$ cat config.mk
export PLATFORM = sky130hd
export DESIGN_NAME = mod_counter_ctrl
export DESIGN_NICKNAME = d
export VERILOG_FILES = /design/src/rtl/mod_counter_ctrl.sv
export SDC_FILE = /design/constraint.sdc
export NUM_CORES = 1
export LEC_CHECK = 0
export CORE_UTILIZATION = 47
export DETAILED_ROUTE_END_ITERATION = 6
export HOLD_SLACK_MARGIN = 0.1
export MAX_ROUTING_LAYER = met4
export PLACE_DENSITY = 0.77
export SETUP_SLACK_MARGIN = 0.2
export SYNTH_ARGS = -nofsm -noshare
export SYNTH_HDL_FRONTEND = slang
export SYNTH_SLANG_ARGS = --single-unit
$ cat constraint.sdc
create_clock -name clock -period 2.2 [get_ports clock]
set_input_delay 0.22 -clock clock [delete_from_list [all_inputs] [get_ports clock]]
set_output_delay 0.22 -clock clock [all_outputs]
set_load 0.02 [all_outputs]
$ cat src/rtl/mod_counter_ctrl.sv
// Modulo-N counter controller: programmable modulus, one-shot/free-run, start/pause/resume/abort.
// Optional prescaler on the count step is enabled by defining MODCTRL_PRESCALE_EN.
module mod_counter_ctrl #(
    parameter int WIDTH       = 4,
    parameter int DEFAULT_MOD = 5
`ifdef MODCTRL_PRESCALE_EN
    ,
    parameter int DIV_W       = 4
`endif
) (
    input  logic             clock,
    input  logic             reset,
    input  logic             cfg_valid,
    output logic             cfg_ready,
    input  logic [WIDTH-1:0] cfg_mod,
    input  logic             cfg_oneshot,
`ifdef MODCTRL_PRESCALE_EN
    input  logic [DIV_W-1:0] cfg_div,
`endif
    input  logic             start,
    input  logic             stop,
    output logic [WIDTH-1:0] count,
    output logic             tc,
    output logic             busy,
    output logic             done
);

    // state   | meaning
    // S_IDLE  | stopped, count 0, config accepted
    // S_RUN   | counting one value per step
    // S_PAUSE | count held, waiting for resume (start) or abort (stop)
    // S_DONE  | one-shot cycle finished, done held, config accepted
    typedef enum logic [1:0] {S_IDLE, S_RUN, S_PAUSE, S_DONE} state_t;

    state_t           state_q, state_d;
    logic [WIDTH-1:0] count_q, count_d;
    logic [WIDTH-1:0] mod_q;
    logic [WIDTH-1:0] mod_last;
    logic             oneshot_q;
    logic             done_q, done_d;
    logic             cfg_take;
    logic             at_last;
    logic             step;
    logic             pre_clr;

    // A modulus of 0 wraps to all-ones here, which gives the 2**WIDTH count for free.
    assign mod_last  = mod_q - WIDTH'(1);
    assign at_last   = (count_q == mod_last);
    assign cfg_ready = (state_q == S_IDLE) || (state_q == S_DONE);
    assign busy      = (state_q == S_RUN) || (state_q == S_PAUSE);
    assign cfg_take  = cfg_valid && cfg_ready;
    assign tc        = (state_q == S_RUN) && step && at_last;
    assign count     = count_q;
    assign done      = done_q;

`ifdef MODCTRL_PRESCALE_EN
    logic [DIV_W-1:0] div_q;
    logic [DIV_W-1:0] pre_cnt;

    assign step = (pre_cnt == div_q);

    always_ff @(posedge clock or negedge reset) begin
        if (!reset) begin
            pre_cnt <= '0;
        end else if (pre_clr || state_q != S_RUN || step) begin
            pre_cnt <= '0;
        end else begin
            pre_cnt <= pre_cnt + DIV_W'(1);
        end
    end

    always_ff @(posedge clock or negedge reset) begin
        if (!reset) begin
            div_q <= '0;
        end else if (cfg_take) begin
            div_q <= cfg_div;
        end
    end
`else
    assign step = 1'b1;
`endif

    always_comb begin
        state_d = state_q;
        count_d = count_q;
        done_d  = done_q;
        pre_clr = 1'b0;
        if (cfg_take) begin
            done_d = 1'b0;
        end
        case (state_q)
            S_IDLE, S_DONE: begin
                if (start) begin
                    state_d = S_RUN;
                    count_d = '0;
                    done_d  = 1'b0;
                    pre_clr = 1'b1;
                end
            end
            S_RUN: begin
                if (stop) begin
                    // A terminal step coinciding with stop still wraps before pausing.
                    state_d = S_PAUSE;
                    pre_clr = 1'b1;
                    if (tc) begin
                        count_d = '0;
                    end
                end else if (step) begin
                    if (at_last) begin
                        count_d = '0;
                        if (oneshot_q) begin
                            state_d = S_DONE;
                            done_d  = 1'b1;
                        end
                    end else begin
                        count_d = count_q + WIDTH'(1);
                    end
                end
            end
            S_PAUSE: begin
                if (stop) begin
                    state_d = S_IDLE;
                    count_d = '0;
                end else if (start) begin
                    state_d = S_RUN;
                    pre_clr = 1'b1;
                end
            end
            default: begin
                state_d = S_IDLE;
                count_d = '0;
            end
        endcase
    end

    always_ff @(posedge clock or negedge reset) begin
        if (!reset) begin
            state_q <= S_IDLE;
            count_q <= '0;
            done_q  <= 1'b0;
        end else begin
            state_q <= state_d;
            count_q <= count_d;
            done_q  <= done_d;
        end
    end

    always_ff @(posedge clock or negedge reset) begin
        if (!reset) begin
            mod_q     <= WIDTH'(DEFAULT_MOD);
            oneshot_q <= 1'b0;
        end else if (cfg_take) begin
            mod_q     <= cfg_mod;
            oneshot_q <= cfg_oneshot;
        end
    end

endmodule

==> out/results.tsv, run 1 <==
metric	value	unit
status	completed	
cts_tree	built	
postSynthAreaPerCell	9.74	sq um
drv_slew	0	
dpl.hpwl	1140	um
yosys.cell_types.count	27	
dp_slack	-228	ps
worstMarginPinSlew	542	ps
netlist_area	721	sq um
vias_per_cell	5.65	
fin_hold_ws	285	ps
synth_xor_area_frac	0.0816	
layout_commonest_cell	clkdlybuf4s50_1	
fill_cells	113	
rsz0062_at_grt	true	
ys.flop_type	dfrtp_1	
fin_skew	13.9	ps
numCtsBuffers	3	
hold_path_class	in2async	
clock_latency	280	ps
most-common-layout-cells	15 x clkdlybuf4s50_1, 10 x dfrtp_1, 7 x nand2_1	
clock.fmax	497	MHz
path_clk_slew	90	ps
setup_ws	189	ps
antenna_found_initial	0	
grt_pass1_vias	580	
p_leak	0.427	nW
seq_area_frac_synth	0.420	
start_util	0.527	
drc	0	
grt_pass1_wl	2490	um
core	1370	sq um
fp-row-count	13	
ys_top_cells_by_area	dfrtp_1 35%, mux2_2 7.8%, dfstp_2 7.3%	
first_iter_violations	24	
die_area	1690	sq um
place_congestion	0.887	
synth_fa_ha_area_frac	0.0694	
endpoint_kind	output port	
dr.pass1.iters	4	
fin_nets	112	
postCtsSetupRepairBufs	0	
arrival	1790	ps
numPortBuffers	17	
synth_top_family_by_area	simple AND/OR/NAND/NOR gates	
avgRoutedWirePerCell	14.3	um
synth_edf_count	0	
slew_headroom	0.638	
critPathRequiredTime	1980	ps
final-hold-violation-count	0	
setup_viol	0	
hold_buffers	0	
period_needed	2010	ps
power_per_cell_area	1410	nW/um^2
clock-sinks	12	
synth_top_area_frac	0.347	
synth_cells	74	
final_core_util	0.719	
area_growth	36.3	%
vdd_drop_max	0.785	mV
overflow	0	
synth-async-reset-ratio	1.00	
die_h	41.2	um
antenna_violating_nets_post_route	0	
cp_max_fo	2	
setup.worst_path.start_class	register	
ys_seq_elements	12	
syn_nets	88	
ff_latch_area	303	sq um
die_w	41.2	um
stdcell_area	982	sq um
htree_levels	1	
post-route-period-util	0.914	
cap_violations	0	
root_buffer	clkbuf_4	
yosys.area.top_type	dfrtp_1	
synth_compound_area_frac	0.135	
synth_warnings	0	
multi_input_area	412	sq um
path_class	reg2out	
grt_usage	0.234	
p_total	1.38	mW
muxShareOfSynthArea	0.0781	
drive_gt1_frac	0.227	
place_area	931	sq um
antennaDiodeCount	0	
cts_buffer_depth	2	
grt_max_degree	13	
finalWirelength	1600	um
dr_total_vias	633	
io_pins	18	
synth-simple-area-share	0.172	
==> power by group <==
group / internal [mW] / switching, mW / leakage (nW)
clock: 0.0701 / 0.0814 / 0.0150
sequential: 0.317 / 0.0780 / 0.150
combinational: 0.419 / 0.419 / 0.262
==> critical path, cell delays in order (launching register included) <==
cell     delay (ps)
dfstp_2         540
inv_2            40
ha_4            140
xor3_1          200
nor3_2          210
nand2_1         120
nor2_2          130
buf_6           130
==> state kept, by name, indices dropped and copies added (netlist names) <==
name       count
count          4
done           1
mod_q          4
oneshot_q      1
state_q        2
==> cell families after synthesis <==
family | after synthesis
AOI/OAI and AO/OA | 16
xor gates and xnor gates | 5
adders and majority gates | 4
buffers and inverters | 8
DFF | 12
muxes | 5
and+or+nand+nor | 24
==> per-stage QoR <==
step | std cells | TNS, ps
floorplan | 74 | 0
global placement | 108 | -120
detailed placement | 108 | -228
CTS | 112 | 0
global route | 112 | 0
finish | 112 | 0
==> final cells by class <==
type	instances	share of cell area
Clock buffer	4	0.0268
Inverter	6	0.0229
Sequential cell	12	0.308
Timing Repair Buffer	21	0.204
Multi-Input combinational cell	54	0.419
Tap cell	15	0.0191
==> final timing paths <==
path / from / end / slack [ps] / depth (start not counted)
max: mod_q[0] / tc / 190 / 7
min: reset / state_q[0] / 290 / 1
max reg2reg: mod_q[0] / state_q[1] / 300 / 8
min reg2reg: mod_q[3] / mod_q[3] / 530 / 1
max in group asynchronous: reset / mod_q[0] / 1530 / 1
min in group clock: mod_q[3] / mod_q[3] / 530 / 1
==> repair_timing <==
| action | 4_1_cts | 5_1_grt |
|---|---|---|
| gates resized for setup | 9 | 3 |
| setup endpoints to repair | 4 | 3 |
| pin swaps | 5 | 2 |
==> routing by layer <==
layer  GRT usage  routed length (um)  vias to the layer above
met5           -                   0                        -
met4      0.0726                  17                        0
met3      0.0489                  59                        2
met2       0.367                 793                       20
met1       0.301                 731                      304
li1            -                   -                      307
==> synth_stat cells (all sizes together), types with 2 or more instances <==
library cell   n
o21ai          5
o21bai         2
nor3           5
nand2          7
inv            6
ha             4
xnor2          3
a21oi          4
nor2           4
mux2           5
clkbuf         2
nor2b          2
dfstp          2
nand2b         2
o31ai          2
dfrtp         10
No activity file was read; power rests on OpenSTA's default activity.
==> run 2, diff against run 1 <==
Settings changed: CORE_MARGIN from default to 2.
==> out/results.tsv, run 2 (same netlist as run 1, synthesis figures left out) <==
metric	value	unit	change
die_h	43.2	um	was 41.2 um
layout_commonest_cell	clkdlybuf4s50_1		unchanged
p_total	1.33	mW	was 1.38 mW
numPortBuffers	17		unchanged
fill_cells	119		was 113
root_buffer	clkbuf_4		unchanged
grt_max_degree	13		unchanged
clock-sinks	12		unchanged
setup.worst_path.start_class	register		unchanged
critPathRequiredTime	1980	ps	about the same
die_w	43.2	um	was 41.2 um
most-common-layout-cells	14 x clkdlybuf4s50_1, 10 x dfrtp_1, 7 x nand2_1		was 15 x clkdlybuf4s50_1, 10 x dfrtp_1, 7 x nand2_1
vias_per_cell	5.45		was 5.65
power_per_cell_area	1370	nW/um^2	was 1410 nW/um^2
dr_total_vias	610		was 633
area_growth	35.4	%	was 36.3%
grt_pass1_vias	556		was 580
period_needed	1930	ps	was 2010 ps
endpoint_kind	output port		unchanged
die_area	1860	sq um	was 1690 sq um
status	completed		unchanged
hold_buffers	0		unchanged
io_pins	18		unchanged
grt_usage	0.189		was 0.234
path_clk_slew	80	ps	was 90 ps
cap_violations	0		unchanged
cts_tree	built		unchanged
dr.pass1.iters	4		unchanged
overflow	0		unchanged
first_iter_violations	13		was 24
cts_buffer_depth	2		unchanged
antenna_violating_nets_post_route	0		unchanged
drv_slew	0		unchanged
setup_viol	0		unchanged
antenna_found_initial	0		unchanged
p_leak	0.441	nW	was 0.427 nW
htree_levels	1		unchanged
finalWirelength	1410	um	was 1600 um
numCtsBuffers	3		unchanged
slew_headroom	0.641		was 0.638
place_congestion	0.798		was 0.887
post-place-cells	107		was 108
drive_gt1_frac	0.198		was 0.227
arrival	1710	ps	was 1790 ps
vdd_drop_max	0.866	mV	was 0.785 mV
antennaDiodeCount	0		unchanged
clock_latency	270	ps	was 280 ps
final-hold-violation-count	0		unchanged
final_cells	112		unchanged
worstMarginPinSlew	537	ps	was 542 ps
path_class	reg2out		unchanged
avgRoutedWirePerCell	12.6	um	was 14.3 um
post-route-period-util	0.879		was 0.914
grt_pass1_wl	2430	um	was 2490 um
dpl.hpwl	1070	um	was 1140 um
start_util	0.490		was 0.527
cp_max_fo	2		unchanged
clock.fmax	517	MHz	was 497 MHz
core	1470	sq um	was 1370 sq um
fp-row-count	14		was 13
rsz0062_at_grt	true		unchanged
reg2reg_depth	7		was 8
hold_path_class	in2async		unchanged
fin_skew	1.07	ps	was 13.9 ps
drc	0		unchanged
fin_nets	111		was 112
## run 2: worst max-delay path: stages (launching register included)
cell     delay [ps]
dfstp_2         540
inv_2            40
ha_4            200
xnor2_1         130
nor3_2          190
nand2_1          90
nor2_1          110
buf_4           140
## run 2: per-stage QoR
stage / worst slack (ps) / util / hold slack (ps) / TNS [ps] / area [sq um]
after floorplan: 252 / - / -75.6 / 0 / 721
after global placement: -139 / 0.623 / 512 / -139 / 917
after detailed placement: -182 / 0.623 / 514 / -182 / 917
after CTS: 213 / 0.660 / 314 / 0 / 971
after global routing: 175 / 0.663 / 349 / 0 / 976
final: 266 / 0.663 / 298 / 0 / 976
## run 2: routing by layer
| layer | GRT usage | vias to the layer above | wire, um |
|---|---|---|---|
| li1 | - | 304 | - |
| met3 | 0.0426 | 4 | 61 |
| met2 | 0.290 | 16 | 656 |
| met4 | 0.109 | 0 | 27 |
| met1 | 0.226 | 286 | 668 |
| met5 | - | - | 0 |
## run 2: timing repair
action	CTS	global route
endpoints found under the setup margin	1	3
buffers inserted	1	0
gates resized for setup	7	2
pin swaps	5	0
endpoints found under the hold margin	0	0
## run 2: final timing paths
check | from | to | slack [ps]
min in group clock | mod_q[3] | mod_q[3] | 530
worst max register to register | state_q[0] | count[1] | 360
worst max-delay path | mod_q[0] | tc | 270
max in group asynchronous | reset | mod_q[2] | 1540
worst min register to register | mod_q[3] | mod_q[3] | 530
worst min-delay path | reset | count[0] | 300
## run 2: layout make-up
type / instances / area [sq um] / share of cell area
Inverter: 6 / 22.5 / 0.0231
Sequential cell: 12 / 303 / 0.310
Multi-Input combinational cell: 54 / 399 / 0.409
Timing Repair Buffer: 20 / 195 / 0.200
Tap cell: 16 / 20.0 / 0.0205
Clock buffer: 4 / 36.3 / 0.0372
## run 2: where the power goes
part	leakage (nW)	total [mW]	switching [mW]	internal (mW)
combinational	0.270	0.766	0.384	0.382
sequential	0.150	0.393	0.0760	0.317
clock	0.0210	0.175	0.0742	0.101
total	0.441	1.33	0.534	0.800
==> run 3, diff against run 2 <==
--- a/config.mk
+++ b/config.mk
@@ -10,5 +10,4 @@
 export DETAILED_ROUTE_END_ITERATION = 6
 export HOLD_SLACK_MARGIN = 0.1
-export MAX_ROUTING_LAYER = met4
 export PLACE_DENSITY = 0.77
 export SETUP_SLACK_MARGIN = 0.2
==> constraint.sdc (replaced) <==
create_clock -name clock -period 2.2 [get_ports clock]
set_input_delay 0.44 -clock clock [delete_from_list [all_inputs] [get_ports clock]]
set_output_delay 0.44 -clock clock [all_outputs]
set_load 0.02 [all_outputs]
==> out/results.tsv, run 3 (same netlist as run 1, synthesis figures left out) <==
metric	value	unit	change
clock_latency	280	ps	was 270 ps
slew_headroom	0.616		was 0.641
vdd_drop_max	0.684	mV	was 0.866 mV
antennaDiodeCount	0		unchanged
fp-row-count	14		unchanged
io_pins	18		unchanged
vias_per_cell	5.31		was 5.45
numCtsBuffers	3		unchanged
rsz0062_at_grt	true		unchanged
htree_levels	1		unchanged
avgRoutedWirePerCell	13.3	um	was 12.6 um
setup_viol	0		unchanged
drv_slew	0		unchanged
dr_total_vias	642		was 610
dpl.hpwl	1180	um	was 1070 um
numPortBuffers	17		unchanged
die_w	43.2	um	unchanged
start_util	0.490		unchanged
rrSetupSlack	290	ps	was 360 ps
cp_max_fo	2		unchanged
finalWirelength	1620	um	was 1410 um
fin_nets	120		was 111
post-route-period-util	0.995		was 0.879
antenna_found_initial	0		unchanged
dr.pass1.iters	4		unchanged
fin_skew	7.02	ps	was 1.07 ps
overflow	0		unchanged
final-hold-violation-count	0		unchanged
clock.fmax	457	MHz	was 517 MHz
setup_tns	0	ps	unchanged
first_iter_violations	9		was 13
status	completed		unchanged
p_leak	0.475	nW	was 0.441 nW
reg2reg_depth	9		was 7
clock-sinks	12		unchanged
area_growth	47.4	%	was 35.4%
drive_gt1_frac	0.324		was 0.198
post-place-cells	115		was 107
grt_pass1_wl	2550	um	was 2430 um
core	1470	sq um	unchanged
cap_violations	0		unchanged
grt_pass1_vias	640		was 556
period_needed	2190	ps	was 1930 ps
most-common-layout-cells	14 x clkdlybuf4s50_1, 12 x buf_4, 10 x dfrtp_1		was 14 x clkdlybuf4s50_1, 10 x dfrtp_1, 7 x nand2_1
endpoint_kind	output port		unchanged
arrival	1750	ps	was 1710 ps
cts_buffer_depth	2		unchanged
root_buffer	clkbuf_4		unchanged
drc	0		unchanged
grt_max_degree	13		unchanged
die_area	1860	sq um	unchanged
layout_commonest_cell	clkdlybuf4s50_1		unchanged
fill_cells	118		was 119
grt_usage	0.186		was 0.189
place_area	985	sq um	was 917 sq um
final_cells	121		was 112
setup.worst_path.start_class	register		unchanged
antenna_violating_nets_post_route	0		unchanged
worstMarginPinSlew	575	ps	was 537 ps
critPathRequiredTime	1760	ps	was 1980 ps
setup_ws	10.8	ps	was 266 ps
dp_slack	-235	ps	was -182 ps
r2r-end	state_q[0]		was count[1]
place_congestion	0.841		was 0.798
cts_tree	built		unchanged
path_class	reg2out		unchanged
hold_path_class	in2async		unchanged
power_per_cell_area	1430	nW/um^2	was 1370 nW/um^2
stdcell_area	1060	sq um	was 976 sq um
fin_hold_ws	524	ps	was 298 ps
rr_startpoint	mod_q[0]		was state_q[0]
path_clk_slew	90	ps	was 80 ps
die_h	43.2	um	unchanged
==> run 3: changes by cell type in the layout (fill, tap and decap cells not counted), sizes merged <==
| cell | before | now |
|---|---|---|
| clkbuf | 4 | 5 |
| buf | 4 | 13 |
| dlymetal6s2s | 2 | 0 |
| dlygate4sd2 | 0 | 1 |
==> run 3: final cells by class <==
class	instances	area, sq um	area share
clock buffer	4	36.3	0.0342
inverter	6	22.5	0.0212
multi-input combinational	54	425	0.400
sequential	12	303	0.285
tap	16	20.0	0.0188
timing repair buffer	29	255	0.240
==> run 3: per-layer routing <==
layer | track usage | vias to the layer above | wire length [um]
met1 | 0.193 | 301 | 649
li1 | - | 319 | -
met4 | 0.127 | 0 | 23
met5 | 0 | - | 0
met2 | 0.337 | 18 | 858
met3 | 0.0255 | 4 | 83
==> run 3: power breakdown <==
group	total (mW)	switching (mW)	leakage, nW	internal [mW]
registers	0.379	0.0619	0.150	0.317
logic	0.958	0.471	0.303	0.487
clock network	0.180	0.0799	0.0210	0.101
==> run 3: timing repair <==
| action | in CTS | in global routing |
|---|---|---|
| hold buffers | 0 | 0 |
| setup endpoints to repair | 3 | 4 |
| pin swaps | 3 | 2 |
| gates resized for setup | 8 | 8 |
| buffers inserted | 2 | 0 |
==> run 3: stage by stage <==
stage               utilization  total power [mW]
floorplan                     -             0.911
global placement          0.669              1.21
detailed placement        0.669              1.24
CTS                       0.703              1.45
global route              0.722              1.62
finish                    0.722              1.52
==> run 3: critical path: stages (launching register included) <==
cell	delay [ps]
dfstp_2	550
inv_2	50
ha_4	210
xnor2_2	130
nor3_2	210
nand2_2	110
nor2_4	100
buf_6	120
==> run 3: worst max-delay path by stage <==
stage | startpoint | endpoint | slack (ps) | cells after the start
global route | mod_q[0] | tc | -50 | 7
global placement | mod_q[0] | tc | -210 | 7
floorplan | mod_q[0] | tc | 260 | 6
CTS | mod_q[0] | tc | -20 | 7
finish | mod_q[0] | tc | 10 | 7
detailed placement | mod_q[0] | tc | -240 | 7
